--- config.mk ---
export PLATFORM = sky130hd
export DESIGN_NAME = key_conditioner
export DESIGN_NICKNAME = d
export VERILOG_FILES = /design/src/rtl/key_conditioner.sv
export SDC_FILE = /design/constraint.sdc
export NUM_CORES = 1
export LEC_CHECK = 0
export ABC_AREA = 1
export BUFFER_PORTS_ARGS = -buffer_cell sky130_fd_sc_hd__clkbuf_2
export CAP_MARGIN = 20
export CELL_PAD_IN_SITES_DETAIL_PLACEMENT = 1
export CELL_PAD_IN_SITES_GLOBAL_PLACEMENT = 2
export CORE_UTILIZATION = 38
export DETAILED_ROUTE_END_ITERATION = 6
export GPL_TIMING_DRIVEN = 0
export PLACE_DENSITY = 0.84
export SLEW_MARGIN = 20
export SYNTH_ARGS = -nofsm -noshare
export SYNTH_HDL_FRONTEND = slang
export SYNTH_SLANG_ARGS = --single-unit
export TNS_END_PERCENT = 20
--- constraint.sdc ---
create_clock -name clk -period 4.4 [get_ports clk]
set_input_delay 0.22 -clock clk [delete_from_list [all_inputs] [get_ports clk]]
set_output_delay 0.22 -clock clk [all_outputs]
set_load 0.02 [all_outputs]
--- src/rtl/key_conditioner.sv ---
// key_conditioner: synchronises, debounces and edge-detects the board keys.
// Per key: 2-flop synchroniser, debounce FSM with a stable-cycle counter,
// registered one-cycle press/release pulses and a debounced level.
// Optional macro KEY_AUTOREPEAT_EN adds held-key auto-repeat press pulses
// on keys selected by REPEAT_MASK.

module key_lane #(
  parameter int DEBOUNCE_CYCLES = 2000000
`ifdef KEY_AUTOREPEAT_EN
  ,
  parameter int REPEAT_DELAY  = 50000000,
  parameter int REPEAT_PERIOD = 10000000,
  parameter bit RPT_EN        = 1'b0
`endif
) (
  input  logic clk,
  input  logic reset,
  input  logic s,
  output logic level,
  output logic press,
  output logic rel
);
  localparam int CW = $clog2(DEBOUNCE_CYCLES);

  // state[1] doubles as the debounced level, so level is a plain flop output
  typedef enum logic [1:0] {
    IDLE         = 2'b00,
    PRESS_WAIT   = 2'b01,
    HELD         = 2'b10,
    RELEASE_WAIT = 2'b11
  } state_t;

  state_t         state, state_nxt;
  logic [CW-1:0]  cnt, cnt_nxt;
  logic           press_nxt, rel_nxt, rpt_fire;
  logic           diff, done;

  assign level = state[1];
  assign diff  = s ^ state[1];
  assign done  = (cnt == CW'(DEBOUNCE_CYCLES - 1));

  // state, debounce counter and registered pulses
  always_ff @(posedge clk or posedge reset) begin
    if (reset) begin
      state <= IDLE;
      cnt   <= '0;
      press <= 1'b0;
      rel   <= 1'b0;
    end else begin
      state <= state_nxt;
      cnt   <= cnt_nxt;
      press <= press_nxt | rpt_fire;
      rel   <= rel_nxt;
    end
  end

  // next state: count while synchronised input disagrees with the level,
  // any agreeing cycle drops back and clears the count
  always_comb begin
    state_nxt = state;
    cnt_nxt   = '0;
    press_nxt = 1'b0;
    rel_nxt   = 1'b0;
    case (state)
      IDLE: begin
        if (diff) begin
          state_nxt = PRESS_WAIT;
          cnt_nxt   = cnt + 1'b1;
        end
      end
      PRESS_WAIT: begin
        if (!diff) begin
          state_nxt = IDLE;
        end else if (done) begin
          state_nxt = HELD;
          press_nxt = 1'b1;
        end else begin
          cnt_nxt = cnt + 1'b1;
        end
      end
      HELD: begin
        if (diff) begin
          state_nxt = RELEASE_WAIT;
          cnt_nxt   = cnt + 1'b1;
        end
      end
      RELEASE_WAIT: begin
        if (!diff) begin
          state_nxt = HELD;
        end else if (done) begin
          state_nxt = IDLE;
          rel_nxt   = 1'b1;
        end else begin
          cnt_nxt = cnt + 1'b1;
        end
      end
      default: state_nxt = IDLE;
    endcase
  end

`ifdef KEY_AUTOREPEAT_EN
  localparam int RMAX = (REPEAT_DELAY > REPEAT_PERIOD) ? REPEAT_DELAY : REPEAT_PERIOD;
  localparam int RW   = (RMAX > 1) ? $clog2(RMAX) : 1;

  if (RPT_EN) begin : g_rpt
    logic [RW-1:0] rpt_cnt;
    logic          rpt_phase;  // 0: waiting for first repeat, 1: periodic

    // only fires while staying in HELD, so it can never meet a release pulse
    assign rpt_fire = (state == HELD) && !diff &&
                      (rpt_phase ? (rpt_cnt == RW'(REPEAT_PERIOD - 1))
                                 : (rpt_cnt == RW'(REPEAT_DELAY - 1)));

    // repeat timer runs only while held, restarts on every pulse
    always_ff @(posedge clk or posedge reset) begin
      if (reset) begin
        rpt_cnt   <= '0;
        rpt_phase <= 1'b0;
      end else if (state != HELD || diff) begin
        rpt_cnt   <= '0;
        rpt_phase <= 1'b0;
      end else if (rpt_fire) begin
        rpt_cnt   <= '0;
        rpt_phase <= 1'b1;
      end else begin
        rpt_cnt <= rpt_cnt + 1'b1;
      end
    end
  end else begin : g_no_rpt
    assign rpt_fire = 1'b0;
  end
`else
  assign rpt_fire = 1'b0;
`endif
endmodule

module key_conditioner #(
  parameter int                N_KEYS          = 5,
  parameter int                DEBOUNCE_CYCLES = 2000000,
  parameter int                REPEAT_DELAY    = 50000000,
  parameter int                REPEAT_PERIOD   = 10000000,
  parameter logic [N_KEYS-1:0] REPEAT_MASK     = 5'b11000
) (
  input  logic              clk,
  input  logic              reset,
  input  logic [N_KEYS-1:0] key_raw,
  output logic [N_KEYS-1:0] key_level,
  output logic [N_KEYS-1:0] key_press,
  output logic [N_KEYS-1:0] key_release
);
  logic [N_KEYS-1:0] sync_q1, sync_q2;

  if (DEBOUNCE_CYCLES < 2 || REPEAT_DELAY < 1 || REPEAT_PERIOD < 1) begin : g_cfg_bad
    $error("key_conditioner: DEBOUNCE_CYCLES must be >= 2 and REPEAT_* >= 1");
  end

  // two-flop synchroniser for the asynchronous buttons
  always_ff @(posedge clk or posedge reset) begin
    if (reset) begin
      sync_q1 <= '0;
      sync_q2 <= '0;
    end else begin
      sync_q1 <= key_raw;
      sync_q2 <= sync_q1;
    end
  end

  for (genvar i = 0; i < N_KEYS; i++) begin : g_lane
    key_lane #(
      .DEBOUNCE_CYCLES(DEBOUNCE_CYCLES)
`ifdef KEY_AUTOREPEAT_EN
      ,
      .REPEAT_DELAY   (REPEAT_DELAY),
      .REPEAT_PERIOD  (REPEAT_PERIOD),
      .RPT_EN         (REPEAT_MASK[i])
`endif
    ) u_lane (
      .clk  (clk),
      .reset(reset),
      .s    (sync_q2[i]),
      .level(key_level[i]),
      .press(key_press[i]),
      .rel  (key_release[i])
    );
  end
endmodule

## Word level (Yosys, flattened, before mapping)

Cells that the tools add are included.

| word-level totals | value |
|---|---|
| input port bits | 7 |
| word-level logic and storage cells | 167 |
| flip-flop bits (word level) | 135 |
| output and inout port bits | 15 |

| cells by class | value |
|---|---|
| reduce and logical (&&, ||, !) cells | 20 |
| add/subtract/negate cells | 5 |
| bitwise logic cells | 5 |
| eq/ne operators | 40 |
| mux-type cells | 75 |

Operators by type and width:

| cell | number |
|---|---|
| $mux W21 | 15 |
| $pmux W21 S2 | 5 |
| $add A21 B1 Y21 const B | 5 |
| $eq A21 B21 Y1 const B | 5 |
| $mux W2 | 30 |
| $pmux W2 S4 | 5 |
| $ne A3 B3 Y1 const B | 10 |
| $eq A2 B2 Y1 const B | 10 |
| $mux W1 | 20 |
| $ne A2 B1 Y1 const B | 10 |
| $reduce_and A4 Y1 | 5 |
| $reduce_or A2 Y1 | 10 |
| $eq A2 B1 Y1 const B | 5 |
| $logic_not A2 Y1 | 5 |
| $xor A1 B1 Y1 | 5 |

## Depth between registers and ports, before layout

| logic depth | value |
|---|---|
| depth in word-level cells | 4 |
| depth in mapped cells | 10 |
| depth with buffers taken out | 10 |

## Cells and area by module

From an unflattened synthesis, not the netlist that was laid out.

| second synthesis, totals | value |
|---|---|
| cells, all modules | 891 |
| area, all modules | 7,279.5 um2 |

Modules (own cells, without submodules):

| module | instances | area each (um2) | cells an instance | sequential area each (um2) |
|---|---|---|---|---|
| key_lane at g_lane[0].u_lane ... | 4 | 1,411.4 | 177 | 625.6 |
| key_lane at g_lane[4].u_lane | 1 | 1,380.1 | 172 | 625.6 |
| key_conditioner | 1 | 254.0 | 11 | 250.2 |

## Least setup slack after synthesis

No wires, ideal clock.

| timing path | value |
|---|---|
| kind | reg2reg |
| start point | reg g_lane[2].u_lane.cnt[0] |
| end point | reg g_lane[2].u_lane.cnt[16] |
| path buffers | 0 |
| data arrival time | 1.245 ns |
| slack | 3.036 ns |
| cell stages (with the launch flop) | 11 |
| required time | 4.281 ns |
| clock period less this slack | 1.364 ns |
| setup time | 0.119 ns |
| cell sequence | dfrtp_1 > ha_1 > nand2_2 > nor2_4 > nand2_4 > inv_2 > nand3_4 > nand2_4 > inv_4 > nand2_1 > nor2_1 |

| between the ends | value |
|---|---|
| word-level cells in the longest chain between the ends | 4 |
| elaborated cells on any way between the ends | 6 |
| classes of those cells | add/sub: 1; eq/ne: 1; mux: 4 |

Ends and longest elaborated chain:

| item | line | source |
|---|---|---|
| from (decl) | 34 | `logic [CW-1:0] cnt, cnt_nxt;` |
| from (signal assigned) | 51 | `cnt <= cnt_nxt;` |
| $add A21 B1 Y21 or $eq A21 B21 Y1 (tied branches) | n/a |  |
| $mux W21 | 74, 90 |  |
| $mux W21 | 88 | `if (!diff) begin` |
| $pmux W21 S2 * | 64 | `case (state)` |
| named net g_lane[2].u_lane.cnt_nxt[16] | 34 |  |

The timed path passes the listed nets; every way through them passes the cells marked *.
A chain may end at the register's enable or synchronous reset.

==> metrics list <==
- Run status: finished with violations
- The final reports fail on DRC.
* Root Buffer: clkbuf_16
* Number of antenna violations at the first check in global routing: 0
- Number of setup violations in the final report: 0
* TritonCTS Buffers: 17
- Starting density of the core: 39.1%
- After synthesis, the mean cell area works out to 8.10 µm².
* Remaining routing DRC violations: 4
- The analysis attributes to net switching a power of 0.621 mW.
- Max Clock Freq: 613 MHz
- Along the worst path, the maximum fanout reaches 10.
* # nets final: 931
* Layout Area Growth over Synthesis: 15.8%
- Nets in the synthesized netlist: 884
* Net switching fraction of the power: 21.6%
- Die area: 19100 µm²
- The later pin in the worst-skew pair is clocked with a latency of 0.42 ns.
- First-pass iteration count of the detailed router: 6
- Critical path launch point type: register
* Wire length of the first global-routing pass: 27800 µm
- Slew headroom: 68.3%
* Clock network fraction of design power: 52.7%
- Setup repair after global routing missed its margin: no
* Post-synth top area cell: dfrtp_1
- Average vias per placed instance: 4.70
- For the pin with the worst max-slew slack, the measured transition is 0.476 ns.
* Site row count: 49
- The congestion estimate from routability-driven global placement came to 0.761.
* Slew Limit Fails: 0
- CTS tree: done
* Post-synthesis instance area: 7060 µm²
- After clock tree synthesis, the flow added hold-fix buffers numbering 6.
- Period utilization: 37.1%
- Largest net degree at the start of global routing: 73
- The number of antenna diodes in the final layout is 0.
- The layout has 2177 filler cells.
* Total power per unit cell area: 352 nW/µm²
- Path type of the worst setup path: register to register
- After detailed routing, the total wire length is 15700 µm.
- Fraction of power consumed by sequential logic: 44.3%
- The hold violation total from the final report is 0.
- Maximum clock path buffer count: 2
- Wirelength per Cell: 13.5 µm
* Number of distinct standard cells referenced by the synthesized netlist: 28
- HPWL after detailed placement: 11000 µm
- Data on the critical path is required at its endpoint by 4.70 ns.
- Fraction of final layout cells with drive strength greater than 1: 15.6%
- The number of gates resized after CTS was 0.
* Total of buffers placed on input and output ports: 21
- Part of the Yosys area used for sequential elements: 47.8%
- Placeable Area: 18100 µm²
- The clock arrives with 0.00856 ns of skew.
- Leading post-synthesis cells by cell area: dfrtp_1 48%, nor2_1 11%, nand2_1 9.8%, inv_1 4.8%, xor2_1 4.1%
- Data arrival time of the critical path: 1.93 ns
* Via count of the first global-routing pass: 5791
* Die extent in y: 138 µm
- IR analysis of the VDD net gives a maximum drop of 255 µV.
- The library cell used most frequently in the layout, excluding fill and tap cells, is nor2_1.
* Most used cells in the layout excluding fill and tap cells: 214 x nor2_1, 185 x nand2_1, 135 x dfrtp_1
* PnR worst setup slack: 2.77 ns
* Vias: 5451
- The number of setup buffers added after CTS is 0.
- In this run the count of I/O pins placed on the die edge is 22.
- The detail route stage leaves a number of antenna-violating nets equal to 0.
- Cell leakage power: 3.71 nW
- Min-Delay Startpoint: sync_q1[1]$_DFF_PP0_
- Global routing finished with a remaining overflow of 0.
- Synthesis produced a netlist whose cell count is 872.
* Clock transition at path regs: 0.06 ns
* Die width: 138 µm
- Logic gate share of total power: 3.1%
- The H-tree was split into 4 levels.
- Pre-CTS setup slack: 2.74 ns
- For this run, the number of Yosys warnings is 0.
* 1st-iter DRT viols: 211
- Final critical path time including I/O delays and setup: 1.63 ns
* Number of sinks handled by clock tree synthesis: 135
- Total of flip-flops plus latches after synthesis: 135
* Fraction of synthesized cell area taken by the top area cell type: 47.8%
- Setup crit end kind: register
* Path category of the worst min-delay check: register to register
- Total GRT Usage: 18.2%
- Int Power: 2.26 mW
- The tool flagged a number of max-cap violations equal to 0.
- Hold timing on the final database bottoms out at a slack of 0.342 ns.
cells by family (layout without fill, tap and decap cells):
group	count (synthesis)	in the layout	share of synthesized area, %
buffers and inverters	116	175	7.17
AO/OA/AOI/OAI	20	20	1.42
adder cells (fa/ha/maj)	5	5	0.886
flip-flops	135	135	47.8
AND/OR/NAND/NOR	546	546	36.3
XOR/XNOR	50	50	6.41
registers in the layout (all words and copies together), names as in the netlist, named ones only:
name,count
g_lane.u_lane.press,5
sync_q1,5
g_lane.u_lane.rel,5
g_lane.u_lane.state,5
sync_q2,5
g_lane.u_lane.cnt,105
final cells by class:
class | count | area [µm²] | share of cell area [%]
Sequential cell | 135 | 3380 | 41.3
Clock inverter | 12 | 176 | 2.16
Tap cell | 229 | 287 | 3.50
Timing Repair Buffer | 28 | 193 | 2.36
Multi-Input combinational cell | 621 | 3180 | 38.9
Inverter | 100 | 390 | 4.77
Clock buffer | 19 | 453 | 5.54
Buffer | 16 | 124 | 1.51
worst paths after layout:
kind | endpoint | slack [ns] | cells after the start
max | g_lane[4].u_lane.cnt[7]$_DFF_PP0_ | 2.77 | 7
min | sync_q2[1]$_DFF_PP0_ | 0.34 | 0
max reg2reg | g_lane[4].u_lane.cnt[7]$_DFF_PP0_ | 2.77 | 7
min reg2reg | sync_q2[1]$_DFF_PP0_ | 0.34 | 0
max in group asynchronous | g_lane[3].u_lane.cnt[5]$_DFF_PP0_ | 3.26 | 4
min in group asynchronous | g_lane[1].u_lane.state[0]$_DFFE_PP0P_ | 0.41 | 3
Yosys cell counts:
cell     instances
nor2_1         214
nand2_1        185
dfrtp_1        135
inv_1           91
nand3_1         41
xor2_1          33
nor3_1          27
nor2_4          19
a21oi_1         16
buf_4           15
xnor2_1         15
nand3_2         13
nand2_2         11
nand4_1         11
nor2_2           9
inv_2            6
ha_1             5
nand2_4          5
inv_4            3
nand3_4          3
nor3_2           3
nor3b_1          3
o21ai_0          3
xnor2_2          2
and2_1           1
buf_6            1
nand2_8          1
o21ai_1          1
per-stage QoR:
stage / TNS, ns / std cells / utilization (%) / total power, mW / instance area, µm²
2_1_floorplan: 0 / 872 / - / 1.35 / 7060
3_3_place_gp: -166.67 / 1122 / 41.2 / 1.38 / 7460
3_5_place_dp: 0 / 1123 / 41.4 / 1.39 / 7490
4_1_cts: 0 / 1160 / 45.2 / 2.92 / 8180
5_1_grt: 0 / 1160 / 45.2 / 2.99 / 8180
6_report: 0 / 1160 / 45.2 / 2.88 / 8180
per-layer routing:
layer	wire [µm]	vias to the layer above	global-route usage (%)
met1	7630	2620	23.8
met2	7490	41	29.9
met3	365	16	4.30
met5	0	-	0
li1	-	2774	-
met4	160	0	5.14
worst max-delay path, stage by stage (launching register included):
cell	delay, ns
dfrtp_1	0.40
inv_1	0.10
nor2_1	0.05
nor2_2	0.39
inv_1	0.17
nand2_1	0.17
buf_6	0.17
nor2_1	0.05
power groups by stage:
stage                     logic (mW)  registers [mW]  clock network [mW]
after floorplan               0.0599            1.29                   0
after global placement        0.0827            1.30                   0
after detailed placement      0.0891            1.30                   0
after CTS                     0.0937            1.27                1.56
after global routing           0.105            1.28                1.61
final                         0.0885            1.27                1.52
(Power assumes the default switching activity.)
